[config.mk]
export PLATFORM = sky130hd
export DESIGN_NAME = uart_rx_core
export DESIGN_NICKNAME = d
export VERILOG_FILES = /design/src/rtl/uart_pkg.sv /design/src/rtl/uart_rx_sync.sv /design/src/rtl/uart_rx_core.sv
export SDC_FILE = /design/constraint.sdc
export NUM_CORES = 1
export LEC_CHECK = 0
export ABC_CLOCK_PERIOD_IN_PS = 2200
export BUFFER_PORTS_ARGS = -buffer_cell sky130_fd_sc_hd__buf_2
export CORE_ASPECT_RATIO = 1.25
export CORE_MARGIN = 2
export CORE_UTILIZATION = 45
export CTS_BUF_LIST = sky130_fd_sc_hd__clkbuf_16
export CTS_CLUSTER_DIAMETER = 60
export DETAILED_ROUTE_END_ITERATION = 6
export GPL_TIMING_DRIVEN = 0
export PLACE_DENSITY = 0.71
export REMOVE_ABC_BUFFERS = 1
export SLEW_MARGIN = 15
export SYNTH_ARGS = -nofsm -noshare
export SYNTH_HDL_FRONTEND = slang
export SYNTH_SLANG_ARGS = --single-unit
[constraint.sdc]
create_clock -name sys_clk -period 2.2 [get_ports sys_clk]
set_input_delay 0.11 -clock sys_clk [delete_from_list [all_inputs] [get_ports sys_clk]]
set_output_delay 0.11 -clock sys_clk [all_outputs]
set_load 0.02 [all_outputs]
[src/rtl/uart_pkg.sv]
// Shared definitions for the UART receiver: FSM state encoding, width
// helpers for the bit-timing counters, and the parity check function.
package uart_pkg;

  // Receiver FSM states
  typedef enum logic [2:0] {
    IDLE   = 3'd0,
    START  = 3'd1,
    DATA   = 3'd2,
    PARITY = 3'd3,
    STOP   = 3'd4
  } rx_state_e;

  // Widest data word supported; parity is evaluated over a zero-padded word
  localparam int MAX_DATA_BITS = 9;

  // Width of the oversample tick counter
  function automatic int cnt_width(input int oversample);
    return $clog2(oversample);
  endfunction

  // Tick count at which the start bit is sampled (mid start bit)
  function automatic int mid_count(input int oversample);
    return (oversample / 2) - 1;
  endfunction

  // Width of the data bit index
  function automatic int idx_width(input int data_bits);
    return $clog2(data_bits + 1);
  endfunction

  // Nonzero when data, received parity bit and sense do not agree
  function automatic logic parity_error(input logic [MAX_DATA_BITS-1:0] data,
                                        input logic                     parity_bit,
                                        input logic                     odd);
    return (^data) ^ parity_bit ^ odd;
  endfunction

endpackage

[src/rtl/uart_rx_sync.sv]
// Input conditioning for the UART receiver: two-flop synchroniser on the
// asynchronous rxd line (idle value 1) and rising-edge detection of the
// oversample level from the clock generator.
module uart_rx_sync (
  input  logic sys_clk,
  input  logic reset,
  input  logic sample_clk,
  input  logic rxd,
  output logic rxd_s,
  output logic tick
);

  logic meta_r;
  logic sync_r;
  logic sample_clk_q_r;

  // Two-flop synchroniser; resets to the idle line level
  always_ff @(posedge sys_clk or negedge reset) begin
    if (!reset) begin
      meta_r <= 1'b1;
      sync_r <= 1'b1;
    end else begin
      meta_r <= rxd;
      sync_r <= meta_r;
    end
  end

  // Delayed copy of sample_clk so each high phase yields exactly one tick
  always_ff @(posedge sys_clk or negedge reset) begin
    if (!reset) begin
      sample_clk_q_r <= 1'b0;
    end else begin
      sample_clk_q_r <= sample_clk;
    end
  end

  assign rxd_s = sync_r;
  assign tick  = sample_clk & ~sample_clk_q_r;

endmodule

[src/rtl/uart_rx_core.sv]
// UART receiver: start-bit detection, mid-bit sampling of data, optional
// parity and stop bit, and a one-entry valid/ready holding register with
// per-word error flags and a sticky overrun indication.
import uart_pkg::*;

module uart_rx_core #(
  parameter int DATA_BITS  = 8,
  parameter int OVERSAMPLE = 16,
  parameter int PARITY_EN  = 0,
  parameter int PARITY_ODD = 0
) (
  input  logic                 sys_clk,
  input  logic                 reset,
  input  logic                 sample_clk,
  input  logic                 rxd,
  output logic [DATA_BITS-1:0] rx_data,
  output logic                 rx_valid,
  input  logic                 rx_ready,
  output logic                 frame_err,
  output logic                 parity_err,
  output logic                 overrun,
  output logic                 busy
);

  localparam int CNT_W = cnt_width(OVERSAMPLE);
  localparam int MID   = mid_count(OVERSAMPLE);
  localparam int IDX_W = idx_width(DATA_BITS);

  localparam logic [CNT_W-1:0] CNT_MID  = CNT_W'(MID);
  localparam logic [CNT_W-1:0] CNT_LAST = CNT_W'(OVERSAMPLE - 1);
  localparam logic [CNT_W-1:0] CNT_ONE  = CNT_W'(1);
  localparam logic [IDX_W-1:0] IDX_LAST = IDX_W'(DATA_BITS - 1);
  localparam logic [IDX_W-1:0] IDX_ONE  = IDX_W'(1);
  localparam logic             ODD_SENSE = 1'(PARITY_ODD);

  rx_state_e              state_r;
  logic [CNT_W-1:0]       cnt_r;
  logic [IDX_W-1:0]       bit_idx_r;
  logic [DATA_BITS-1:0]   shift_r;
  logic                   rxd_prev_r;
  logic                   pe_r;

  logic                   rxd_s;
  logic                   tick_s;
  logic                   commit_s;
  logic                   fe_s;
  logic                   pe_s;
  logic                   hs_s;
  logic [MAX_DATA_BITS-1:0] shift_ext_s;

  uart_rx_sync u_sync (
    .sys_clk    (sys_clk),
    .reset      (reset),
    .sample_clk (sample_clk),
    .rxd        (rxd),
    .rxd_s      (rxd_s),
    .tick       (tick_s)
  );

  // Zero-extend the assembled word for the parity helper
  always_comb begin
    shift_ext_s                = '0;
    shift_ext_s[DATA_BITS-1:0] = shift_r;
  end

  // Word completion strobe and its flags, raised on the stop-bit sample tick
  always_comb begin
    commit_s = 1'b0;
    fe_s     = 1'b0;
    pe_s     = 1'b0;
    if ((state_r == STOP) && tick_s && (cnt_r == CNT_LAST)) begin
      commit_s = 1'b1;
      fe_s     = ~rxd_s;
      pe_s     = (PARITY_EN != 0) ? pe_r : 1'b0;
    end else begin
      commit_s = 1'b0;
      fe_s     = 1'b0;
      pe_s     = 1'b0;
    end
  end

  assign hs_s = rx_valid & rx_ready;
  assign busy = (state_r != IDLE);

  // Receive FSM: bit timing, sampling and word assembly, all tick-paced
  always_ff @(posedge sys_clk or negedge reset) begin
    if (!reset) begin
      state_r    <= IDLE;
      cnt_r      <= '0;
      bit_idx_r  <= '0;
      shift_r    <= '0;
      rxd_prev_r <= 1'b1;
      pe_r       <= 1'b0;
    end else if (tick_s) begin
      rxd_prev_r <= rxd_s;
      case (state_r)
        IDLE: begin
          cnt_r     <= '0;
          bit_idx_r <= '0;
          // Only a high-to-low transition starts a frame, so a held break is ignored
          if (!rxd_s && rxd_prev_r) begin
            state_r <= START;
          end else begin
            state_r <= IDLE;
          end
        end
        START: begin
          if (cnt_r == CNT_MID) begin
            cnt_r   <= '0;
            state_r <= rxd_s ? IDLE : DATA;
          end else begin
            cnt_r <= cnt_r + CNT_ONE;
          end
        end
        DATA: begin
          if (cnt_r == CNT_LAST) begin
            cnt_r   <= '0;
            shift_r <= {rxd_s, shift_r[DATA_BITS-1:1]};
            if (bit_idx_r == IDX_LAST) begin
              bit_idx_r <= '0;
              state_r   <= (PARITY_EN != 0) ? PARITY : STOP;
            end else begin
              bit_idx_r <= bit_idx_r + IDX_ONE;
            end
          end else begin
            cnt_r <= cnt_r + CNT_ONE;
          end
        end
        PARITY: begin
          if (cnt_r == CNT_LAST) begin
            cnt_r   <= '0;
            pe_r    <= parity_error(shift_ext_s, rxd_s, ODD_SENSE);
            state_r <= STOP;
          end else begin
            cnt_r <= cnt_r + CNT_ONE;
          end
        end
        STOP: begin
          if (cnt_r == CNT_LAST) begin
            cnt_r   <= '0;
            state_r <= IDLE;
          end else begin
            cnt_r <= cnt_r + CNT_ONE;
          end
        end
        default: begin
          cnt_r     <= '0;
          bit_idx_r <= '0;
          state_r   <= IDLE;
        end
      endcase
    end
  end

  // Holding register: load on commit when free, otherwise flag overrun; drain on handshake
  always_ff @(posedge sys_clk or negedge reset) begin
    if (!reset) begin
      rx_data    <= '0;
      rx_valid   <= 1'b0;
      frame_err  <= 1'b0;
      parity_err <= 1'b0;
      overrun    <= 1'b0;
    end else if (commit_s) begin
      if (!rx_valid || rx_ready) begin
        rx_data    <= shift_r;
        rx_valid   <= 1'b1;
        frame_err  <= fe_s;
        parity_err <= pe_s;
        // A handshake in this cycle also consumes any pending overrun
        if (hs_s) begin
          overrun <= 1'b0;
        end else begin
          overrun <= overrun;
        end
      end else begin
        overrun <= 1'b1;
      end
    end else if (hs_s) begin
      rx_valid   <= 1'b0;
      frame_err  <= 1'b0;
      parity_err <= 1'b0;
      overrun    <= 1'b0;
    end else begin
      rx_valid <= rx_valid;
    end
  end

endmodule

# Word level (Yosys, flattened, before mapping)
# Cells that the tools add are included.
[classes] multipliers=0 bitwise_logic=5 addsub=2 n_reduce_logical=16 div=0 n_eq_ne=13 n_shift=0 order_cmp=0 n_mux=26
[ops] op="$mux W4" n=4
[ops] op="$pmux W4 S2" n=2
[ops] op="$mux W3" n=5
[ops] op="$pmux W3 S5" n=1
[ops] op="$mux W1" n=13
[ops] op="$add A4 B1 Y4 const B" n=2
[ops] op="$eq A4 B3 Y1 const B" n=2
[ops] op="$ne A2 B2 Y1 const B" n=4
[ops] op="$eq A3 B2 Y1 const B" n=2
[ops] op="$reduce_and A3 Y1" n=2
[ops] op="$reduce_and A6 Y1" n=1
[ops] op="$reduce_or A3 Y1" n=2
[ops] op="$eq A4 B4 Y1 const B" n=1
[ops] op="$ne A2 B1 Y1 const B" n=2
[ops] op="$reduce_and A2 Y1" n=2
[ops] op="$eq A3 B1 Y1 const B" n=1
[ops] op="$eq A3 B3 Y1 const B" n=1
[ops] op="$logic_and A1 B1 Y1" n=3
[ops] op="$logic_not A3 Y1" n=1
[ops] op="$not A1 Y1" n=3
[ops] op="$reduce_bool A3 Y1" n=1
[ops] op="$and A1 B1 Y1" n=2
[ops] op="$logic_not A1 Y1" n=2
[ops] op="$mux W2" n=1
[ops] op="2 further kinds" n=2
[totals] latchBits=0 mem_count=0 romBits=0 register_bits=35 in_bits=5 mem_bits_rw=0

# Longest topological paths before layout
# Gate-level depths: netlist (run 1).
[logic_depth] ltp_word=7 depth_mapped=6 ltp_nobuf=5

# Cells and area by module
# Synthesis (run 1) repeated with hierarchy kept, for this count alone.
[hier_totals] hier_cells=124 area_unflattened_um2=1539.0
[modules_own_cells] mod="uart_rx_core" area_per_inst_um2=1447.6 cells_each=120 seq_area_each_um2=777.0 instances=1
[modules_own_cells] mod="uart_rx_sync" area_per_inst_um2=91.3 cells_each=4 seq_area_each_um2=77.6 instances=1

# Worst setup path before layout (run 1)
# No wires, ideal clock.
[synth_path] path_kind="flip-flop to flip-flop" start="reg cnt_r[0]" end="reg state_r[0]" setup_time_ps=125 required_ps=2075 path_buffers=1 slack_ps=426 path_stages_with_launch=7 arrival_ps=1649 cell_sequence="dfrtp_1 ha_1 and3_1 buf_4 a21oi_1 or4_4 mux2_4"
[synth_between] elab_chain_cells=3
[synth_rtl] item="start: declaration" line_no="uart_rx_core.sv:37" text="logic [CNT_W-1:0] cnt_r;"
[synth_rtl] item="start signal: assignment" line_no="uart_rx_core.sv:112" text="cnt_r <= cnt_r + CNT_ONE;"
[synth_rtl] item="start signal: assignment" line_no="uart_rx_core.sv:126" text="cnt_r <= cnt_r + CNT_ONE;"
[synth_rtl] item="start signal: assignment" line_no="uart_rx_core.sv:135" text="cnt_r <= cnt_r + CNT_ONE;"
[synth_rtl] item="$eq A4 B4 Y1 or $eq A4 B3 Y1 (tied branches)"
[synth_rtl] item="$ne A2 B2 Y1 (no source line) or $ne A2 B1 Y1 (tied branches)"
[synth_rtl] item="$reduce_and A6 Y1 (no source line) *"
[synth_rtl] item="end signal: assignment" line_no="uart_rx_core.sv:110" text="state_r <= rxd_s ? IDLE : DATA;"
[synth_rtl] item="end signal: assignment" line_no="uart_rx_core.sv:121" text="state_r <= (PARITY_EN != 0) ? PARITY : STOP;"
[synth_rtl] item="end: declaration" line_no="uart_rx_core.sv:36" text="rx_state_e state_r;"
# Every way passes the cells marked *; elsewhere a longest branch is shown, timed or not.
# A chain may end at the register's enable or synchronous reset.

# Worst setup path in the final report (run 1)
[layout_path] start="in sample_clk" end="reg shift_r[4]"
[layout_between] elab_chain_cells=2
[layout_rtl] item="start: declaration" line_no="uart_rx_core.sv:14" text="input logic sample_clk,"
[layout_rtl] item="$and A1 B1 Y1" line_no="uart_rx_sync.sv:38" text="assign tick = sample_clk & ~sample_clk_q_r;"
[layout_rtl] item="$reduce_and A3 Y1 (no source line)"
[layout_rtl] item="end signal: assignment" line_no="uart_rx_core.sv:118" text="shift_r <= {rxd_s, shift_r[DATA_BITS-1:1]};"
[layout_rtl] item="end: declaration" line_no="uart_rx_core.sv:39" text="logic [DATA_BITS-1:0] shift_r;"
# No other way between the ends.

==> results.json, run 1 <==
{
  "num_rows": 23,
  "drive_above_1_share_pct": 32.4,
  "port_buffers": 16,
  "clk-insertion-delay-late_ps": 270,
  "min_period_ps": 2000,
  "yosysUniqueCellTypes": 36,
  "drtAntennaViolNets": 0,
  "clock_sinks": 34,
  "status": "finished, final reports clean",
  "reg2reg_from": "cnt_r[0]$_DFFE_PN0N_",
  "p_total_mw": 1.73,
  "skew_ps": 3.46,
  "slowest_delay_ps": 520,
  "drv_cap": 0,
  "grt_antenna_before_repair": 0,
  "crit_chain": "dlygate4sd3_1, buf_2, nor2b_1, nand3_1, mux2_2",
  "avgSynthCellArea_sq_um": 12.3,
  "synth_seq_cells": 34,
  "cts_resized": 0,
  "first_iter_violations": 12,
  "overflow": 0,
  "synth_warnings": 0,
  "whs_path_depth": 2,
  "start_kind": "primary input",
  "synth_seq_area_share_pct": 55.2,
  "tightestPinTransition_ps": 722,
  "cp-end-kind": "flip-flop",
  "viasPerCell": 5.58,
  "route.detailed.drc": 0,
  "die_area_sq_um": 3930,
  "path_class": "in -> reg",
  "clock.fmax_ghz": 0.501,
  "coreArea_sq_um": 3250,
  "cp_slowest_cell": "dlygate4sd3_1",
  "routed_wl_mm": 2.71,
  "synthesis.area_sq_um": 1550,
  "fin_crit_sh_pct": 90.8,
  "setup_viol": 0,
  "rsz0062_at_grt": "false",
  "syn_to_final_growth_pct": 18.9,
  "cts_max_path_buffers": 2,
  "wl_per_cell_microns": 14.6,
  "crit_fanout": 10,
  "syn_inst": 126,
  "fp.dieH_microns": 69.6,
  "p_leak_nw": 0.922,
  "finalNetCount": 155,
  "dr.pass1.iters": 4,
  "synth-async-reset-ratio_pct": 100,
  "dp_hpwl_mm": 1.83,
  "hold_path_class": "in -> reg",
  "r2r_end": "state_r[0]$_DFFE_PN0P_",
  "initial_utilization_pct": 47.6,
  "slew_violations": 0,
  "ff2ff_setup_slack_ps": 270,
  "max_slew_margin_pct": 51.9,
  "die_w_microns": 56.5,
  "hold_path.startpoint": "rx_ready",
  "io_pins": 18,
  "grt_pass1_vias": 1038,
  "cts_tree": "done",
  "cts-htree-levels": 2,
  "grt_max_degree": 35,
  "power_density_nw_per_um2": 938,
  "peakVddDrop_mv": 0.688,
  "fillerInstances": 284,
  "cts_buffers": 5,
  "yosys_most_used_dff": "dfrtp_1",
  "finalHoldViolations": 0,
  "routed-via-count": 1032,
  "path_clk_slew_ps": 50,
  "final_cells": 185,
  "tns_ps": 0,
  "antenna_cells": 0,
  "root_buffer": "clkbuf_16",
  "synth_edf_count": 0,
  "routabilityCongestion": 0.847,
  "grt.total_usage_pct": 16.1,
  "cp_data_arrival_time_ps": 2150,
  "r2r_cells": 5,
  "required_ps": 2350,
  "dp_cells": 175,
  "holdPathEnd": "overrun$_DFF_PN0_",
  "grt_pass1_wl_mm": 4.80
}
## cell type report
type	instances	area, sq um	share of cell area (%)
clock buffers	5	125	6.80
clock inverters	2	33.8	1.84
inverters	3	11.3	0.612
multi-input cells	85	659	35.8
flip-flops and latches	34	855	46.4
well taps	37	46.3	2.52
repair buffers	19	110	5.98
## per-layer routing
layer | GRT usage, % | part of all wire [%] | vias up
li1 | - | - | 502
met1 | 18.6 | 42 | 504
met2 | 26.5 | 52 | 20
met3 | 5.04 | 4.0 | 6
met4 | 7.94 | 2.2 | 0
met5 | 0 | 0 | -
## how the worst max path moves through the flow
| stage | from | to | slack [ps] |
|---|---|---|---|
| 6_report | sample_clk | shift_r[4]$_DFFE_PN0P_ | 200 |
| 5_1_grt | sample_clk | shift_r[5]$_DFFE_PN0P_ | 70 |
| 4_1_cts | sample_clk | shift_r[4]$_DFFE_PN0P_ | 200 |
| 3_5_place_dp | cnt_r[0]$_DFFE_PN0N_ | state_r[0]$_DFFE_PN0P_ | 290 |
| 3_3_place_gp | cnt_r[0]$_DFFE_PN0N_ | state_r[0]$_DFFE_PN0P_ | 320 |
| 2_1_floorplan | cnt_r[0]$_DFFE_PN0N_ | state_r[0]$_DFFE_PN0P_ | 420 |
## report_power, final
part	switching [mW]	internal [mW]	leakage, nW
sequential	0.0500	0.663	0.461
combinational	0.147	0.112	0.384
clock	0.233	0.523	0.0773
## worst max-delay path: cells and delay by family
kind / cells / cell delay, ps
muxes: 1 / 410
buffers and inverters: 2 / 640
and+or+nand+nor: 2 / 990
## registers in the layout (all words and copies together), names as in the netlist
| signal | flops |
|---|---|
| state_r | 3 |
| u_sync.meta_r | 1 |
| overrun | 1 |
| shift_r | 8 |
| u_sync.rxd_s | 1 |
| rxd_prev_r | 1 |
| u_sync.sample_clk_q_r | 1 |
| rx_valid | 1 |
| rx_data | 8 |
| bit_idx_r | 4 |
| cnt_r | 4 |
| frame_err | 1 |
## what timing repair did
| item | 4_1_cts | 5_1_grt |
|---|---|---|
| hold buffers | 3 | 0 |
| endpoints found under the hold margin | 33 | 0 |
| buffers inserted | 0 | 0 |
## cell families after synthesis
logic type      count (synthesis)  share of synthesized area (%)
other cells                     1                          0.242
compound gates                 26                           10.3
flops                          34                           55.2
mux                            17                           14.8
buf+inv                         7                           2.18
simple gates                   39                           15.7
fa+ha+maj                       2                           1.62
## metrics by stage
step / area (sq um) / util [%] / worst slack [ps] / hold WS [ps]
floorplan: 1530 / - / 420 / -186
global placement: 1650 / 50.8 / 319 / 205
detailed placement: 1650 / 50.8 / 285 / 209
CTS: 1840 / 56.6 / 195 / 27.5
global route: 1840 / 56.6 / 70.1 / 32.4
finish: 1840 / 56.6 / 202 / 27.1
## synthesized netlist by cell type, drive strengths merged, types with 2 or more instances
master	instances	area, sq um
nand3	7	35.0
or4	2	18.8
dfstp	3	78.8
nor3	4	31.3
nand4	2	12.5
nand2	10	45.0
o21ai	13	65.1
clkbuf	2	7.51
a21oi	5	25.0
a22o	2	17.5
and2	2	12.5
ha	2	25.0
buf	2	15.0
nor3b	2	20.0
dfrtp	31	776
nand2b	5	33.8
inv	3	11.3
mux2	17	229
## cell usage in the layout (no fill, tap or decap), types with 2 or more instances in the layout
cell            n
dfrtp_1        31
clkbuf_16       5
inv_1           3
and2_1          2
dfstp_2         3
dlygate4sd3_1   3
mux2_2          7
buf_2          16
a22o_1          2
o21ai_0        13
a21oi_1         5
nor3_1          3
ha_1            2
mux2_4         10
nand2_1         9
nand4_1         2
nand2b_1        4
nand3_1         7
Note: power is estimated with default switching activity, not from simulation.
==> run 2: changes to the inputs <==
Settings changed: RECOVER_POWER from default to 100.
==> run 2 against run 1 <==
- register-to-register slack got worse by 70 ps
- first-iteration DRC count increased by 25%
- sequential power is essentially flat
- final cell count did not move
- worst setup slack worse by 29 ps
- global-route usage unchanged
- hold slack worse by 0.57 ps
- clock power about the same
- maximum frequency shrank 1.4%
- non-clock buffer count is the same
- clock skew about the same
- flip-flop and latch count unchanged
- largest cell class unchanged
==> results.json, run 2 (synthesis results as in run 1) <==
{
  "tightestPinTransition_ps": 792,
  "cp_slowest_cell": "nor2b_1",
  "cp_num_buf_inv": 2,
  "routed-via-count": 1031,
  "coreArea_sq_um": 3250,
  "grt_max_degree": 35,
  "status": "finished, final reports clean",
  "setup_viol": 0,
  "num_rows": 23,
  "cp-end-kind": "flip-flop",
  "rsz0062_at_grt": "false",
  "final_common_cell": "dfrtp_1",
  "viasPerCell": 5.57,
  "drive_above_1_share_pct": 18.2,
  "crit_fanout": 10,
  "finalHoldViolations": 0,
  "dp_cells": 175,
  "crit_chain": "dlygate4sd3_1, buf_2, nor2b_1, nand3_1, mux2_2",
  "clock_sinks": 34,
  "path_clk_slew_ps": 50,
  "grt_pass1_wl_mm": 4.80,
  "drtAntennaViolNets": 0,
  "clock.fmax_ghz": 0.493,
  "slowest_delay_ps": 530,
  "post_dp_cell_area_sq_um": 1650,
  "whs_path_depth": 2,
  "reg_top3": "rx_data: 8 flops, shift_r: 8 flops",
  "hold_path_class": "in -> reg",
  "io_pins": 18,
  "cp_data_arrival_time_ps": 2180,
  "layout_setup_ws_ps": 173,
  "start_kind": "primary input",
  "cts_buffers": 5,
  "skew_ps": 2.98,
  "pre_cts_ws_ps": 285,
  "root_buffer": "clkbuf_16",
  "path_class": "in -> reg",
  "min_period_ps": 2030,
  "cts_tree": "done",
  "fillerInstances": 294,
  "die_area_sq_um": 3930,
  "cp_top_family": "simple AND/OR/NAND/NOR gates",
  "initial_utilization_pct": 47.6,
  "ff2ff_setup_slack_ps": 200,
  "cts-htree-levels": 2,
  "fp.dieH_microns": 69.6,
  "final_cells": 185,
  "final_area_sq_um": 1790,
  "antenna_cells": 0,
  "routabilityCongestion": 0.847,
  "peakVddDrop_mv": 0.657,
  "drv_cap": 0,
  "cts_max_path_buffers": 2,
  "finalNetCount": 155,
  "slew_violations": 0,
  "r2r_cells": 5,
  "routed_wl_mm": 2.72,
  "overflow": 0,
  "syn_to_final_growth_pct": 15.5,
  "fin_crit_sh_pct": 92.1,
  "clk-insertion-delay-late_ps": 270,
  "dp_hpwl_mm": 1.83,
  "hold_ws_ps": 26.5,
  "layout_common_cells": "dfrtp_1 (31), o21ai_0 (13), clkbuf_1 (12)",
  "first_iter_violations": 15,
  "required_ps": 2360,
  "max_slew_margin_pct": 47.2,
  "route.detailed.drc": 0,
  "grt.total_usage_pct": 16.1,
  "port_buffers": 16,
  "worst-path-stages": 5,
  "tns_ps": 0,
  "grt_pass1_vias": 1038,
  "power_density_nw_per_um2": 959,
  "dr.pass1.iters": 4,
  "post-cts-setup-buffers": 0,
  "p_leak_nw": 0.847,
  "wl_per_cell_microns": 14.7,
  "die_w_microns": 56.5,
  "grt_antenna_before_repair": 0
}
[run 2: cell types whose count changed in the layout (fill, tap and decap cells not counted), moves of 7 or more]
cell / previous run / this run
buf_2: 16 / 3
clkbuf_1: 0 / 12
mux2_1: 0 / 7
mux2_4: 10 / 3
[run 2: cell type report]
class                      count  area (sq um)  share of cell area [%]
clock inverter                 2          33.8                    1.89
multi-input combinational     85           622                    34.8
timing repair buffer          19          95.1                    5.32
tap                           37          46.3                    2.59
inverter                       3          11.3                   0.630
sequential                    34           855                    47.8
clock buffer                   5           125                    7.00
[run 2: metrics by stage]
stage | utilization, % | power (mW)
after detailed placement | 50.8 | 0.977
after CTS | 56.6 | 1.74
after floorplan | - | 0.903
final | 55.0 | 1.71
after global placement | 50.8 | 0.969
after global routing | 55.0 | 1.80
[run 2: repair_timing]
action | 4_1_cts | 5_1_grt
hold buffers | 3 | 0
resized for setup | 0 | 0
hold endpoints to repair | 33 | 0
[run 2: report_power, final]
| part | internal, mW | switching, mW |
|---|---|---|
| registers | 0.663 | 0.0503 |
| clock network | 0.523 | 0.235 |
| logic | 0.0966 | 0.146 |
[run 2: worst paths after layout]
check                                          to               startpoint
hold / removal                  overrun$_DFF_PN0_                 rx_ready
hold reg to reg            u_sync.rxd_s$_DFF_PN1_  u_sync.meta_r$_DFF_PN1_
setup reg to reg           state_r[0]$_DFFE_PN0P_     cnt_r[0]$_DFFE_PN0N_
setup / recovery           shift_r[4]$_DFFE_PN0P_               sample_clk
min in group asynchronous    cnt_r[2]$_DFFE_PN0N_                    reset
max in group asynchronous  rx_data[2]$_DFFE_PN0P_                    reset
[run 2: routing by layer]
metal,vias up,GRT usage (%),wire length [microns]
met5,-,0,0
met4,0,7.94,59
met3,6,5.04,105
met2,20,26.5,1400
met1,505,18.6,1160
li1,500,-,-
[run 2: worst reg2reg max path, delay by kind of cell, from the launching register on]
kind                       cells  cell delay (ps)
DFF                            1              390
and+or+nand+nor                2              790
AOI/OAI and AO/OA              1              100
adders and majority gates      1              240
muxes                          1              350
==> run 3: changes to the inputs <==
Settings changed: CORE_UTILIZATION 45 to 40, PLACE_DENSITY 0.71 to default, PLACE_DENSITY_LB_ADDON from default to 0.15.
==> run 3 against run 2 <==
- design area decreased by 0.70%
- combinational power up 2%
- sequential power about the same
- via count decreased by 0.97%
- core utilization down 7.7 points
- critical path depth is the same
- sequential share of layout area rose by 0.34 points
- highest routed layer unchanged
- hold slack got worse by 4.3 ps
- largest cell class unchanged
==> results.json, run 3 (synthesis results as in run 1) <==
{
  "status": "finished, final reports clean",
  "cp_data_arrival_time_ps": 2130,
  "initial_utilization_pct": 41.2,
  "dr.pass1.iters": 4,
  "antenna_cells": 0,
  "grt_antenna_before_repair": 0,
  "grt.total_usage_pct": 13.2,
  "hold_ws_ps": 22.2,
  "final_area_sq_um": 1780,
  "max_slew_margin_pct": 45.8,
  "p_leak_nw": 0.841,
  "drtAntennaViolNets": 0,
  "skew_ps": 2.12,
  "wl_per_cell_microns": 13.3,
  "required_ps": 2350,
  "finalHoldViolations": 0,
  "coreArea_sq_um": 3750,
  "rsz0062_at_grt": "false",
  "finalNetCount": 155,
  "viasPerCell": 5.40,
  "dp_cells": 178,
  "grt_pass1_wl_mm": 4.32,
  "cts_buffers": 5,
  "route.detailed.drc": 0,
  "power.net_switching_uw": 425,
  "holdPathEnd": "overrun$_DFF_PN0_",
  "num_rows": 25,
  "overflow": 0,
  "start_kind": "flip-flop",
  "whs_path_depth": 2,
  "dp_hpwl_mm": 1.80,
  "setup_viol": 0,
  "routabilityCongestion": 0.714,
  "r2r_end": "state_r[1]$_DFFE_PN0P_",
  "p_total_mw": 1.60,
  "cp_num_buf_inv": 0,
  "cp_slowest_cell": "or4_1",
  "drv_cap": 0,
  "first_iter_violations": 11,
  "routed_wl_mm": 2.51,
  "hold_path.startpoint": "rx_ready",
  "hold_path_class": "in -> reg",
  "p_clk_share_pct": 39.9,
  "swShare_pct": 26.6,
  "io_pins": 18,
  "cts_tree": "done",
  "min_period_ps": 1980,
  "power_density_nw_per_um2": 900,
  "grt_max_degree": 35,
  "cp_top_family": "simple AND/OR/NAND/NOR gates",
  "final_common_cell": "dfrtp_1",
  "grt_pass1_vias": 955,
  "die_w_microns": 59.6,
  "cp-end-kind": "flip-flop",
  "cts-htree-levels": 2,
  "post-route-util_pct": 47.3,
  "p_int_mw": 1.17,
  "drive_above_1_share_pct": 18.8,
  "path_clk_slew_ps": 50,
  "clock.fmax_ghz": 0.506,
  "clock_sinks": 34,
  "reg2reg_from": "cnt_r[0]$_DFFE_PN0N_",
  "crit_fanout": 7,
  "routed-via-count": 1021,
  "comb_power_share_pct": 15.4,
  "peakVddDrop_mv": 0.493,
  "crit_chain": "ha_1, and3_1, a21oi_1, or4_1, mux2_4",
  "layout_common_cells": "dfrtp_1 (31), o21ai_0 (13), clkbuf_1 (13)",
  "clk-insertion-delay-late_ps": 270,
  "reg_top3": "rx_data: 8 flops, shift_r: 8 flops",
  "slowest_delay_ps": 490,
  "fin_crit_sh_pct": 89.9,
  "cts_max_path_buffers": 2,
  "path_class": "reg -> reg",
  "tns_ps": 0,
  "tightestPinTransition_ps": 813,
  "final_cells": 189,
  "post_dp_cell_area_sq_um": 1660,
  "r2r_cells": 5,
  "pre_cts_ws_ps": 268,
  "port_buffers": 16,
  "fp.dieH_microns": 73.5,
  "sequentialPowerShare_pct": 44.6,
  "ff2ff_setup_slack_ps": 220,
  "root_buffer": "clkbuf_16",
  "syn_to_final_growth_pct": 14.7,
  "die_area_sq_um": 4390,
  "slew_violations": 0,
  "layout_setup_ws_ps": 223
}
run 3: layer usage:
metal | track usage, % | up-vias | routed length (microns)
li1 | - | 500 | -
met1 | 15.8 | 498 | 1110
met2 | 21.2 | 18 | 1260
met3 | 4.23 | 5 | 85
met4 | 6.42 | 0 | 51
met5 | 0 | - | 0
run 3: power groups by stage:
stage | Combinational [mW] | Sequential (mW) | Clock (mW)
floorplan | 0.193 | 0.711 | 0
detailed placement | 0.257 | 0.722 | 0
CTS | 0.262 | 0.712 | 0.657
global placement | 0.250 | 0.722 | 0
finish | 0.247 | 0.713 | 0.639
global route | 0.282 | 0.718 | 0.683
run 3: worst register-to-register path, delay by kind of cell, from the launching register on:
family          cells  cell delay [ps]
simple gates        2              800
compound gates      1               90
mux                 1              330
fa+ha+maj           1              250
flops               1              400
run 3: worst max-delay path by stage:
stage / cells past startpoint / to / from / slack (ps)
after floorplan: 5 / state_r[0]$_DFFE_PN0P_ / cnt_r[0]$_DFFE_PN0N_ / 420
after global routing: 5 / state_r[1]$_DFFE_PN0P_ / cnt_r[0]$_DFFE_PN0N_ / 110
final: 5 / state_r[1]$_DFFE_PN0P_ / cnt_r[0]$_DFFE_PN0N_ / 220
after detailed placement: 5 / state_r[1]$_DFFE_PN0P_ / cnt_r[0]$_DFFE_PN0N_ / 270
after global placement: 5 / state_r[1]$_DFFE_PN0P_ / cnt_r[0]$_DFFE_PN0N_ / 300
after CTS: 5 / shift_r[1]$_DFFE_PN0P_ / sample_clk / 190
run 3: cell type report:
type,instances,area [sq um]
clock buffers,5,125
fillers,356,1980
clock inverters,3,12.5
well taps,40,50.0
flip-flops and latches,34,855
inverters,3,11.3
repair buffers,19,93.8
multi-input cells,85,628
run 3: what timing repair did:
action,CTS,global route
hold buffers,3,0
endpoints found under the hold margin,33,0
resized for setup,0,1
setup endpoints to repair,0,7
setup buffers,0,0
